[config.mk]
export PLATFORM = sky130hd
export DESIGN_NAME = pipeline_hazard_ctrl_flat
export DESIGN_NICKNAME = d
export VERILOG_FILES = /design/src/rtl/pipeline_hazard_ctrl_if.sv /design/src/rtl/pipeline_hazard_ctrl.sv /design/src/flat_wrapper.sv
export SDC_FILE = /design/constraint.sdc
export NUM_CORES = 1
export LEC_CHECK = 0
export CAP_MARGIN = 10
export CORE_UTILIZATION = 44
export CTS_BUF_LIST = sky130_fd_sc_hd__clkbuf_2 sky130_fd_sc_hd__clkbuf_4 sky130_fd_sc_hd__clkbuf_8
export CTS_CLUSTER_DIAMETER = 120
export DETAILED_ROUTE_END_ITERATION = 6
export GPL_ROUTABILITY_DRIVEN = 0
export PLACE_DENSITY = 0.73
export SLEW_MARGIN = 0
export SYNTH_ARGS = -nofsm -noshare
export SYNTH_HDL_FRONTEND = slang
export SYNTH_SLANG_ARGS = --single-unit
[constraint.sdc]
create_clock -name clk -period 2.4 [get_ports clk]
set_input_delay 0.48 -clock clk [delete_from_list [all_inputs] [get_ports clk]]
set_output_delay 0.48 -clock clk [all_outputs]
set_load 0.05 [all_outputs]
[src/rtl/pipeline_hazard_ctrl_if.sv]
`default_nettype none
// ============================================================================
//  Module   : pipeline_hazard_ctrl_if
//  Brief    : Bundle between the 5-stage pipeline datapath and the hazard
//             controller (hazard sources in, stall/flush/debug out).
//  Revision : 1.0 - initial release
// ============================================================================
interface pipeline_hazard_ctrl_if;
    // Hazard sources from the datapath
    logic [2:0]  rsD;
    logic [2:0]  rtD;
    logic        useRtD;
    logic        haltD;
    logic        memReadE;
    logic        regWriteE;
    logic [2:0]  rdE;
    logic        branchTakenE;
    logic        memReqM;
    logic        memReadyM;
    logic        resume;

    // Pipeline register controls and debug visibility
    logic        stallF;
    logic        stallD;
    logic        stallE;
    logic        stallM;
    logic        flushD;
    logic        flushE;
    logic        flushW;
    logic        memErr;
    logic        halted;
    logic [2:0]  state;
    logic [15:0] stallCnt;

    // Datapath side: supplies hazard sources, consumes controls
    modport master (
        output rsD, rtD, useRtD, haltD, memReadE, regWriteE, rdE,
               branchTakenE, memReqM, memReadyM, resume,
        input  stallF, stallD, stallE, stallM, flushD, flushE, flushW,
               memErr, halted, state, stallCnt
    );

    // Controller side
    modport slave (
        input  rsD, rtD, useRtD, haltD, memReadE, regWriteE, rdE,
               branchTakenE, memReqM, memReadyM, resume,
        output stallF, stallD, stallE, stallM, flushD, flushE, flushW,
               memErr, halted, state, stallCnt
    );
endinterface
`default_nettype wire

[src/rtl/pipeline_hazard_ctrl.sv]
`default_nettype none
// ============================================================================
//  Module   : pipeline_hazard_ctrl
//  Brief    : Stall/flush sequencer for the F/D/E/M/W pipeline. Handles
//             load-use, taken-branch redirect, data-memory wait (with
//             timeout), HALT drain/freeze and a saturating stall counter.
//  Revision : 1.0 - initial release
// ============================================================================
module pipeline_hazard_ctrl #(
    parameter int REDIRECT_CYC = 1,    // flushD cycles after a taken branch (1..7)
    parameter int MEM_TIMEOUT  = 255,  // memory-wait cycles before memErr (1..255)
    parameter int DRAIN_CYC    = 3     // E/M/W drain cycles after HALT (1..7)
) (
    input  logic                  clk,
    input  logic                  reset,   // asynchronous, active-low
    pipeline_hazard_ctrl_if.slave hz
);

    localparam logic [2:0] c_RUN   = 3'd0;
    localparam logic [2:0] c_REDIR = 3'd1;
    localparam logic [2:0] c_MEMW  = 3'd2;
    localparam logic [2:0] c_DRAIN = 3'd3;
    localparam logic [2:0] c_HALT  = 3'd4;

    localparam logic [7:0] c_REDIR_LOAD = 8'(REDIRECT_CYC - 1);
    localparam logic [7:0] c_DRAIN_LOAD = 8'(DRAIN_CYC);
    // Last wait count before the timeout fires (wait cycle N sees count N-1)
    localparam logic [7:0] c_TMO_LAST   = 8'(MEM_TIMEOUT - 1);
    localparam logic       c_TMO_FIRST  = (MEM_TIMEOUT == 1);

    logic [2:0]  r_state;
    logic [2:0]  w_state_nxt;
    logic [7:0]  r_cnt;
    logic [7:0]  w_cnt_nxt;
    logic [15:0] r_stall_cnt;

    logic w_lu;
    logic w_mw;
    logic w_stall_f, w_stall_d, w_stall_e, w_stall_m;
    logic w_flush_d, w_flush_e, w_flush_w;
    logic w_mem_err, w_halted;

    assign w_lu = hz.memReadE & hz.regWriteE & (hz.rdE != 3'd0) &
                  ((hz.rdE == hz.rsD) | (hz.useRtD & (hz.rdE == hz.rtD)));
    assign w_mw = hz.memReqM & ~hz.memReadyM;

    // State and shared sequencing counter
    always_ff @(posedge clk or negedge reset) begin
        if (!reset) begin
            r_state <= c_RUN;
            r_cnt   <= 8'd0;
        end else begin
            r_state <= w_state_nxt;
            r_cnt   <= w_cnt_nxt;
        end
    end

    // Next state and counter; priority mw > branch > halt > load-use
    always_comb begin
        w_state_nxt = r_state;
        w_cnt_nxt   = r_cnt;
        case (r_state)
            c_RUN, c_REDIR: begin
                if (w_mw) begin
                    // Branch in E is re-presented once the memory stall ends
                    w_state_nxt = c_TMO_FIRST ? c_HALT : c_MEMW;
                    w_cnt_nxt   = c_TMO_FIRST ? 8'd0 : 8'd1;
                end else if (hz.branchTakenE) begin
                    w_state_nxt = (REDIRECT_CYC > 1) ? c_REDIR : c_RUN;
                    w_cnt_nxt   = c_REDIR_LOAD;
                end else if (r_state == c_REDIR) begin
                    // D is being flushed, so halt and load-use are irrelevant
                    if (r_cnt <= 8'd1) begin
                        w_state_nxt = c_RUN;
                        w_cnt_nxt   = 8'd0;
                    end else begin
                        w_cnt_nxt   = r_cnt - 8'd1;
                    end
                end else if (hz.haltD) begin
                    w_state_nxt = c_DRAIN;
                    w_cnt_nxt   = c_DRAIN_LOAD;
                end
            end
            c_MEMW: begin
                if (!w_mw) begin
                    w_state_nxt = c_RUN;
                    w_cnt_nxt   = 8'd0;
                end else if (r_cnt >= c_TMO_LAST) begin
                    w_state_nxt = c_HALT;
                    w_cnt_nxt   = 8'd0;
                end else begin
                    w_cnt_nxt   = r_cnt + 8'd1;
                end
            end
            c_DRAIN: begin
                // A memory wait freezes the drain countdown
                if (!w_mw) begin
                    if (r_cnt <= 8'd1) begin
                        w_state_nxt = c_HALT;
                        w_cnt_nxt   = 8'd0;
                    end else begin
                        w_cnt_nxt   = r_cnt - 8'd1;
                    end
                end
            end
            c_HALT: begin
                if (hz.resume) begin
                    w_state_nxt = c_RUN;
                    w_cnt_nxt   = 8'd0;
                end
            end
            default: begin
                w_state_nxt = c_RUN;
                w_cnt_nxt   = 8'd0;
            end
        endcase
    end

    // Stall/flush decode from current state and live hazards
    always_comb begin
        w_stall_f = 1'b0;
        w_stall_d = 1'b0;
        w_stall_e = 1'b0;
        w_stall_m = 1'b0;
        w_flush_d = 1'b0;
        w_flush_e = 1'b0;
        w_flush_w = 1'b0;
        w_mem_err = 1'b0;
        w_halted  = 1'b0;
        case (r_state)
            c_RUN, c_REDIR: begin
                if (w_mw) begin
                    {w_stall_f, w_stall_d, w_stall_e, w_stall_m} = 4'b1111;
                    w_flush_w = 1'b1;
                    w_mem_err = c_TMO_FIRST;
                end else if (hz.branchTakenE) begin
                    w_flush_d = 1'b1;
                    w_flush_e = 1'b1;
                end else if (r_state == c_REDIR) begin
                    w_flush_d = 1'b1;
                end else if (hz.haltD) begin
                    w_stall_f = 1'b1;
                    w_flush_d = 1'b1;
                end else if (w_lu) begin
                    w_stall_f = 1'b1;
                    w_stall_d = 1'b1;
                    w_flush_e = 1'b1;
                end
            end
            c_MEMW: begin
                if (w_mw) begin
                    {w_stall_f, w_stall_d, w_stall_e, w_stall_m} = 4'b1111;
                    w_flush_w = 1'b1;
                    w_mem_err = (r_cnt >= c_TMO_LAST);
                end
            end
            c_DRAIN: begin
                w_stall_f = 1'b1;
                w_stall_d = 1'b1;
                if (w_mw) begin
                    w_stall_e = 1'b1;
                    w_stall_m = 1'b1;
                    w_flush_w = 1'b1;
                end
            end
            c_HALT: begin
                if (!hz.resume) begin
                    {w_stall_f, w_stall_d, w_stall_e, w_stall_m} = 4'b1111;
                    w_flush_w = 1'b1;
                    w_halted  = 1'b1;
                end
            end
            default: begin
                w_stall_f = 1'b0;
            end
        endcase
    end

    // Saturating count of fetch-stalled cycles
    always_ff @(posedge clk or negedge reset) begin
        if (!reset) begin
            r_stall_cnt <= 16'd0;
        end else if (hz.stallF && (r_stall_cnt != 16'hFFFF)) begin
            r_stall_cnt <= r_stall_cnt + 16'd1;
        end
    end

    // Outputs are forced low while reset is held, whatever the inputs do
    assign hz.stallF   = reset & w_stall_f;
    assign hz.stallD   = reset & w_stall_d;
    assign hz.stallE   = reset & w_stall_e;
    assign hz.stallM   = reset & w_stall_m;
    assign hz.flushD   = reset & w_flush_d;
    assign hz.flushE   = reset & w_flush_e;
    assign hz.flushW   = reset & w_flush_w;
    assign hz.memErr   = reset & w_mem_err;
    assign hz.halted   = reset & w_halted;
    assign hz.state    = r_state;
    assign hz.stallCnt = r_stall_cnt;

endmodule
`default_nettype wire

[src/flat_wrapper.sv]
// flat-port wrapper written by rule: the top's interface ports become plain ports
module pipeline_hazard_ctrl_flat 
#(
    parameter int REDIRECT_CYC = 1,                                                
    parameter int MEM_TIMEOUT  = 255,                                              
    parameter int DRAIN_CYC    = 3                                            
)
  (clk, reset, hz_rsD, hz_rtD, hz_useRtD, hz_haltD, hz_memReadE, hz_regWriteE, hz_rdE, hz_branchTakenE, hz_memReqM, hz_memReadyM, hz_resume, hz_stallF, hz_stallD, hz_stallE, hz_stallM, hz_flushD, hz_flushE, hz_flushW, hz_memErr, hz_halted, hz_state, hz_stallCnt);
  pipeline_hazard_ctrl_if hz_i ();
  input  logic clk;
  input  logic reset;
  input wire logic [$bits(hz_i.rsD)-1:0] hz_rsD;
  input wire logic [$bits(hz_i.rtD)-1:0] hz_rtD;
  input wire logic [$bits(hz_i.useRtD)-1:0] hz_useRtD;
  input wire logic [$bits(hz_i.haltD)-1:0] hz_haltD;
  input wire logic [$bits(hz_i.memReadE)-1:0] hz_memReadE;
  input wire logic [$bits(hz_i.regWriteE)-1:0] hz_regWriteE;
  input wire logic [$bits(hz_i.rdE)-1:0] hz_rdE;
  input wire logic [$bits(hz_i.branchTakenE)-1:0] hz_branchTakenE;
  input wire logic [$bits(hz_i.memReqM)-1:0] hz_memReqM;
  input wire logic [$bits(hz_i.memReadyM)-1:0] hz_memReadyM;
  input wire logic [$bits(hz_i.resume)-1:0] hz_resume;
  output wire logic [$bits(hz_i.stallF)-1:0] hz_stallF;
  output wire logic [$bits(hz_i.stallD)-1:0] hz_stallD;
  output wire logic [$bits(hz_i.stallE)-1:0] hz_stallE;
  output wire logic [$bits(hz_i.stallM)-1:0] hz_stallM;
  output wire logic [$bits(hz_i.flushD)-1:0] hz_flushD;
  output wire logic [$bits(hz_i.flushE)-1:0] hz_flushE;
  output wire logic [$bits(hz_i.flushW)-1:0] hz_flushW;
  output wire logic [$bits(hz_i.memErr)-1:0] hz_memErr;
  output wire logic [$bits(hz_i.halted)-1:0] hz_halted;
  output wire logic [$bits(hz_i.state)-1:0] hz_state;
  output wire logic [$bits(hz_i.stallCnt)-1:0] hz_stallCnt;
  assign hz_i.rsD = hz_rsD;
  assign hz_i.rtD = hz_rtD;
  assign hz_i.useRtD = hz_useRtD;
  assign hz_i.haltD = hz_haltD;
  assign hz_i.memReadE = hz_memReadE;
  assign hz_i.regWriteE = hz_regWriteE;
  assign hz_i.rdE = hz_rdE;
  assign hz_i.branchTakenE = hz_branchTakenE;
  assign hz_i.memReqM = hz_memReqM;
  assign hz_i.memReadyM = hz_memReadyM;
  assign hz_i.resume = hz_resume;
  assign hz_stallF = hz_i.stallF;
  assign hz_stallD = hz_i.stallD;
  assign hz_stallE = hz_i.stallE;
  assign hz_stallM = hz_i.stallM;
  assign hz_flushD = hz_i.flushD;
  assign hz_flushE = hz_i.flushE;
  assign hz_flushW = hz_i.flushW;
  assign hz_memErr = hz_i.memErr;
  assign hz_halted = hz_i.halted;
  assign hz_state = hz_i.state;
  assign hz_stallCnt = hz_i.stallCnt;
  pipeline_hazard_ctrl #(.REDIRECT_CYC(REDIRECT_CYC), .MEM_TIMEOUT(MEM_TIMEOUT), .DRAIN_CYC(DRAIN_CYC)) u_core (.clk(clk), .reset(reset), .hz(hz_i));
endmodule
==> results_dict.tcl <==
set metrics [dict create \
    grt_max_degree 16 \
    tightest_slew_ps 773 \
    end_kind "primary output" \
    run_status "complete, no violations" \
    grt_overall_usage_pct 23.3 \
    timing.critical_path.max_delay_family "compound AO/OA/AOI/OAI gates" \
    r2r_start "u_core.r_cnt[1]$_DFFE_PN0P_" \
    ff2ff_setup_slack_ps 220 \
    clock_path_buffers 2 \
    vias_cell 5.65 \
    port_buffer_cells 46 \
    fp-row-count 23 \
    avgSynthCellArea_sq_um 9.05 \
    net_count_synth 230 \
    core_area_sq_um 4030 \
    synth-seq-area-share_pct 36.2 \
    finalCoreUtilization_pct 68.2 \
    areaGrowthSynthToFinish_pct 47.3 \
    timing.clock.skew_ps 3.10 \
    layout_min_cycle_time_ps 2390 \
    total_power_mw 2.71 \
    ys_types 53 \
    root_buffer "sky130_fd_sc_hd__clkbuf_8" \
    fin_hold_ws_ps 505 \
    cts.sink_count 27 \
    final-max-slew-violation-count 0 \
    post_synth_main_area_contributors "sky130_fd_sc_hd__dfrtp_1 (36%), sky130_fd_sc_hd__xnor2_1 (9.4%), sky130_fd_sc_hd__ha_1 (3.4%), sky130_fd_sc_hd__nand4_1 (3.4%), sky130_fd_sc_hd__nand2_1 (3.2%)" \
    wire_per_inst_microns 15.2 \
    worstHoldPathType "register to register" \
    cp.depth 9 \
    floorplan.die.height_microns 67.1 \
    drt_iter0_markers 176 \
    synthDominantAreaCellType "sky130_fd_sc_hd__dfrtp_1" \
    synthesis.area_sq_um 1860 \
    detailedPlacementHpwl_microns 3570 \
    ys_warn_count 0 \
    worst_setup_path_endpoint "hz_stallD" \
    placed_area_sq_um 2620 \
    first_pass_grt_wire_length_microns 7940 \
    synth_enable_flop_cells 0 \
    layout-drive-gt1-share_pct 28.8 \
    post_cts_hold_buffer_count 0 \
    postSynth.asyncResetShare_pct 100 \
    detailroute.via_count 1830 \
    synthCells 206 \
    io-pin-count 47 \
    max-vdd-ir-drop_mv 0.798 \
    timing.slew.headroom_pct 47.7 \
    grt.overflow.total 0 \
    clock_insertion_delay_worst_skew_ps 270 \
    via_count_of_the_first_global_routing_pass 1771 \
    hold_violations 0 \
    synth_flop_cell "sky130_fd_sc_hd__dfrtp_1" \
    reg2reg_to "u_core.hz.state[0]$_DFFE_PN0P_" \
    routed_wirelength_microns 4930 \
    fin_nets 299 \
    crit_buf_inv 2 \
    timing.fmax_ghz 0.419 \
    diodes 0 \
    critPathMaxFanout 3 \
    cpPeakStageDelay_ps 260 \
    drtAntennaViolNets 0 \
    cts_tree "yes" \
    start_util_pct 46.3 \
    ff2ff_path_depth 7 \
    max_cap_violations 0 \
    grt_setup_unrepaired "true" \
    cp_cell_sequence "buf_6, xnor2_2, nand4_1, a21o_1, a211oi_2, nor2b_2, o211ai_1, nand2_1, buf_12" \
    cts-buffers-inserted 3 \
    cell_area_power_density_nw_per_um2 985 \
    worstSetupPathType "input pin to primary output" \
    fin_crit_sh_pct 99.4 \
    finish_stage_setup_viols 0 \
    worst-endpoint-required_ps 1920 \
    startpoint_type "input pin" \
    drc 0 \
    design.die.area_sq_um 4500 \
    p_leak_nw 1.18 \
    postSynthRegisterBits 27 \
    worst_path_max_delay_cell "sky130_fd_sc_hd__a211oi_2" \
    first_pass_iters 4 \
    critPathArrivalTime_ps 1910 \
    launching_instance_or_port_of_the_critical_path "hz_rdE[0]" \
    cts_htree_levels 1 \
    path_clk_slew_ps 90 \
    grt_antenna_before_repair 0 \
    synth_top_cell_area_share_pct 36.2 \
    fin_area_sq_um 2750 \
    die_x_microns 67.1 \
]
-- cells in the mapped netlist, types with 2 or more instances --
library cell               count
sky130_fd_sc_hd__or3_1         3
sky130_fd_sc_hd__a22oi_1       2
sky130_fd_sc_hd__a21oi_1       8
sky130_fd_sc_hd__a31oi_1       2
sky130_fd_sc_hd__nor2_1       16
sky130_fd_sc_hd__buf_4         2
sky130_fd_sc_hd__a22o_1        2
sky130_fd_sc_hd__o21ai_0      10
sky130_fd_sc_hd__nor3_1        6
sky130_fd_sc_hd__o221ai_1      2
sky130_fd_sc_hd__buf_2         2
sky130_fd_sc_hd__o21bai_1      2
sky130_fd_sc_hd__nand4_1      10
sky130_fd_sc_hd__buf_6         2
sky130_fd_sc_hd__a21o_1        2
sky130_fd_sc_hd__mux2_2        3
sky130_fd_sc_hd__a221oi_1      2
sky130_fd_sc_hd__ha_1          5
sky130_fd_sc_hd__xnor2_1      20
sky130_fd_sc_hd__and3_1        4
sky130_fd_sc_hd__inv_1         4
sky130_fd_sc_hd__and4_1        2
sky130_fd_sc_hd__nor2b_1       3
sky130_fd_sc_hd__nand3_1      11
sky130_fd_sc_hd__clkbuf_1      7
sky130_fd_sc_hd__o211ai_1      2
sky130_fd_sc_hd__o21a_1        2
sky130_fd_sc_hd__nand2b_1      4
sky130_fd_sc_hd__nand2_1      16
sky130_fd_sc_hd__dfrtp_1      27
-- worst min path at each step --
| stage | startpoint | endpoint | slack (ps) | depth (start not counted) |
|---|---|---|---|---|
| after global placement | u_core.hz.stallCnt[8]$_DFFE_PN0P_ | u_core.hz.stallCnt[8]$_DFFE_PN0P_ | 480 | 1 |
| after floorplan | reset | u_core.hz.stallCnt[0]$_DFFE_PN0P_ | 180 | 0 |
| after detailed placement | u_core.hz.stallCnt[10]$_DFFE_PN0P_ | u_core.hz.stallCnt[10]$_DFFE_PN0P_ | 480 | 1 |
| final | u_core.hz.stallCnt[8]$_DFFE_PN0P_ | u_core.hz.stallCnt[8]$_DFFE_PN0P_ | 500 | 1 |
| after global routing | u_core.hz.stallCnt[8]$_DFFE_PN0P_ | u_core.hz.stallCnt[8]$_DFFE_PN0P_ | 530 | 1 |
| after CTS | u_core.hz.stallCnt[8]$_DFFE_PN0P_ | u_core.hz.stallCnt[8]$_DFFE_PN0P_ | 500 | 1 |
-- per-stage QoR --
| stage | TNS [ps] | cells | setup slack (ps) |
|---|---|---|---|
| 5_1_grt | -147 | 324 | -98.7 |
| 4_1_cts | 0 | 321 | 3.41 |
| 3_3_place_gp | -3390 | 317 | -290 |
| 3_5_place_dp | -4490 | 317 | -444 |
| 2_1_floorplan | 0 | 206 | 32.7 |
| 6_report | 0 | 324 | 13.9 |
-- flip-flops by register name, summed over array words and instances, names as in the netlist --
signal              cells
u_core.hz.stallCnt     16
u_core.hz.state         3
u_core.r_cnt            8
-- power breakdown --
part	internal (mW)	switching, mW
sequential	0.569	0.144
clock	0.130	0.140
combinational	0.733	0.988
total	1.43	1.27
-- cell usage in the layout (no fill, tap or decap), drive strengths merged, types with 3 or more instances in the layout --
cell type	instances
buf	43
dfrtp	27
clkdlybuf4s50	23
xnor2	20
nand2	16
nor2	16
nand3	11
o21ai	11
nand4	10
clkbuf	10
a21oi	9
nor3	6
ha	5
inv	4
and3	4
nand2b	4
or3	3
mux2	3
dlygate4sd2	3
a221oi	3
and4	3
nor2b	3
-- repair_timing --
action                                  4_1_cts  5_1_grt
pin swaps                                    11       14
endpoints found under the hold margin         0        0
gates resized for setup                      31       30
setup buffers                                 0        3
endpoints found under the setup margin        3        7
-- cell families after synthesis --
| group | after synthesis | share of synthesized area (%) |
|---|---|---|
| simple gates | 85 | 25.4 |
| compound gates | 48 | 18.5 |
| flops | 27 | 36.2 |
| xor+xnor | 21 | 9.87 |
| buf+inv | 17 | 4.76 |
| fa+ha+maj | 5 | 3.36 |
| mux | 3 | 1.81 |
-- per-layer routing --
metal	track usage, %	up-vias	routed length [microns]
met1	31.0	871	2280
met3	3.60	6	273
met4	8.78	0	57
li1	-	893	-
met2	37.5	60	2320
met5	0	-	0
-- layout make-up --
cell class                      count  area (sq um)
Fill cell                         331          1280
Multi-Input combinational cell    162          1180
Timing Repair Buffer               77           762
Sequential cell                    27           676
Tap cell                           50          62.6
Clock buffer                        4          48.8
Inverter                            4          15.0
Note: power is estimated with default switching activity, not from simulation.
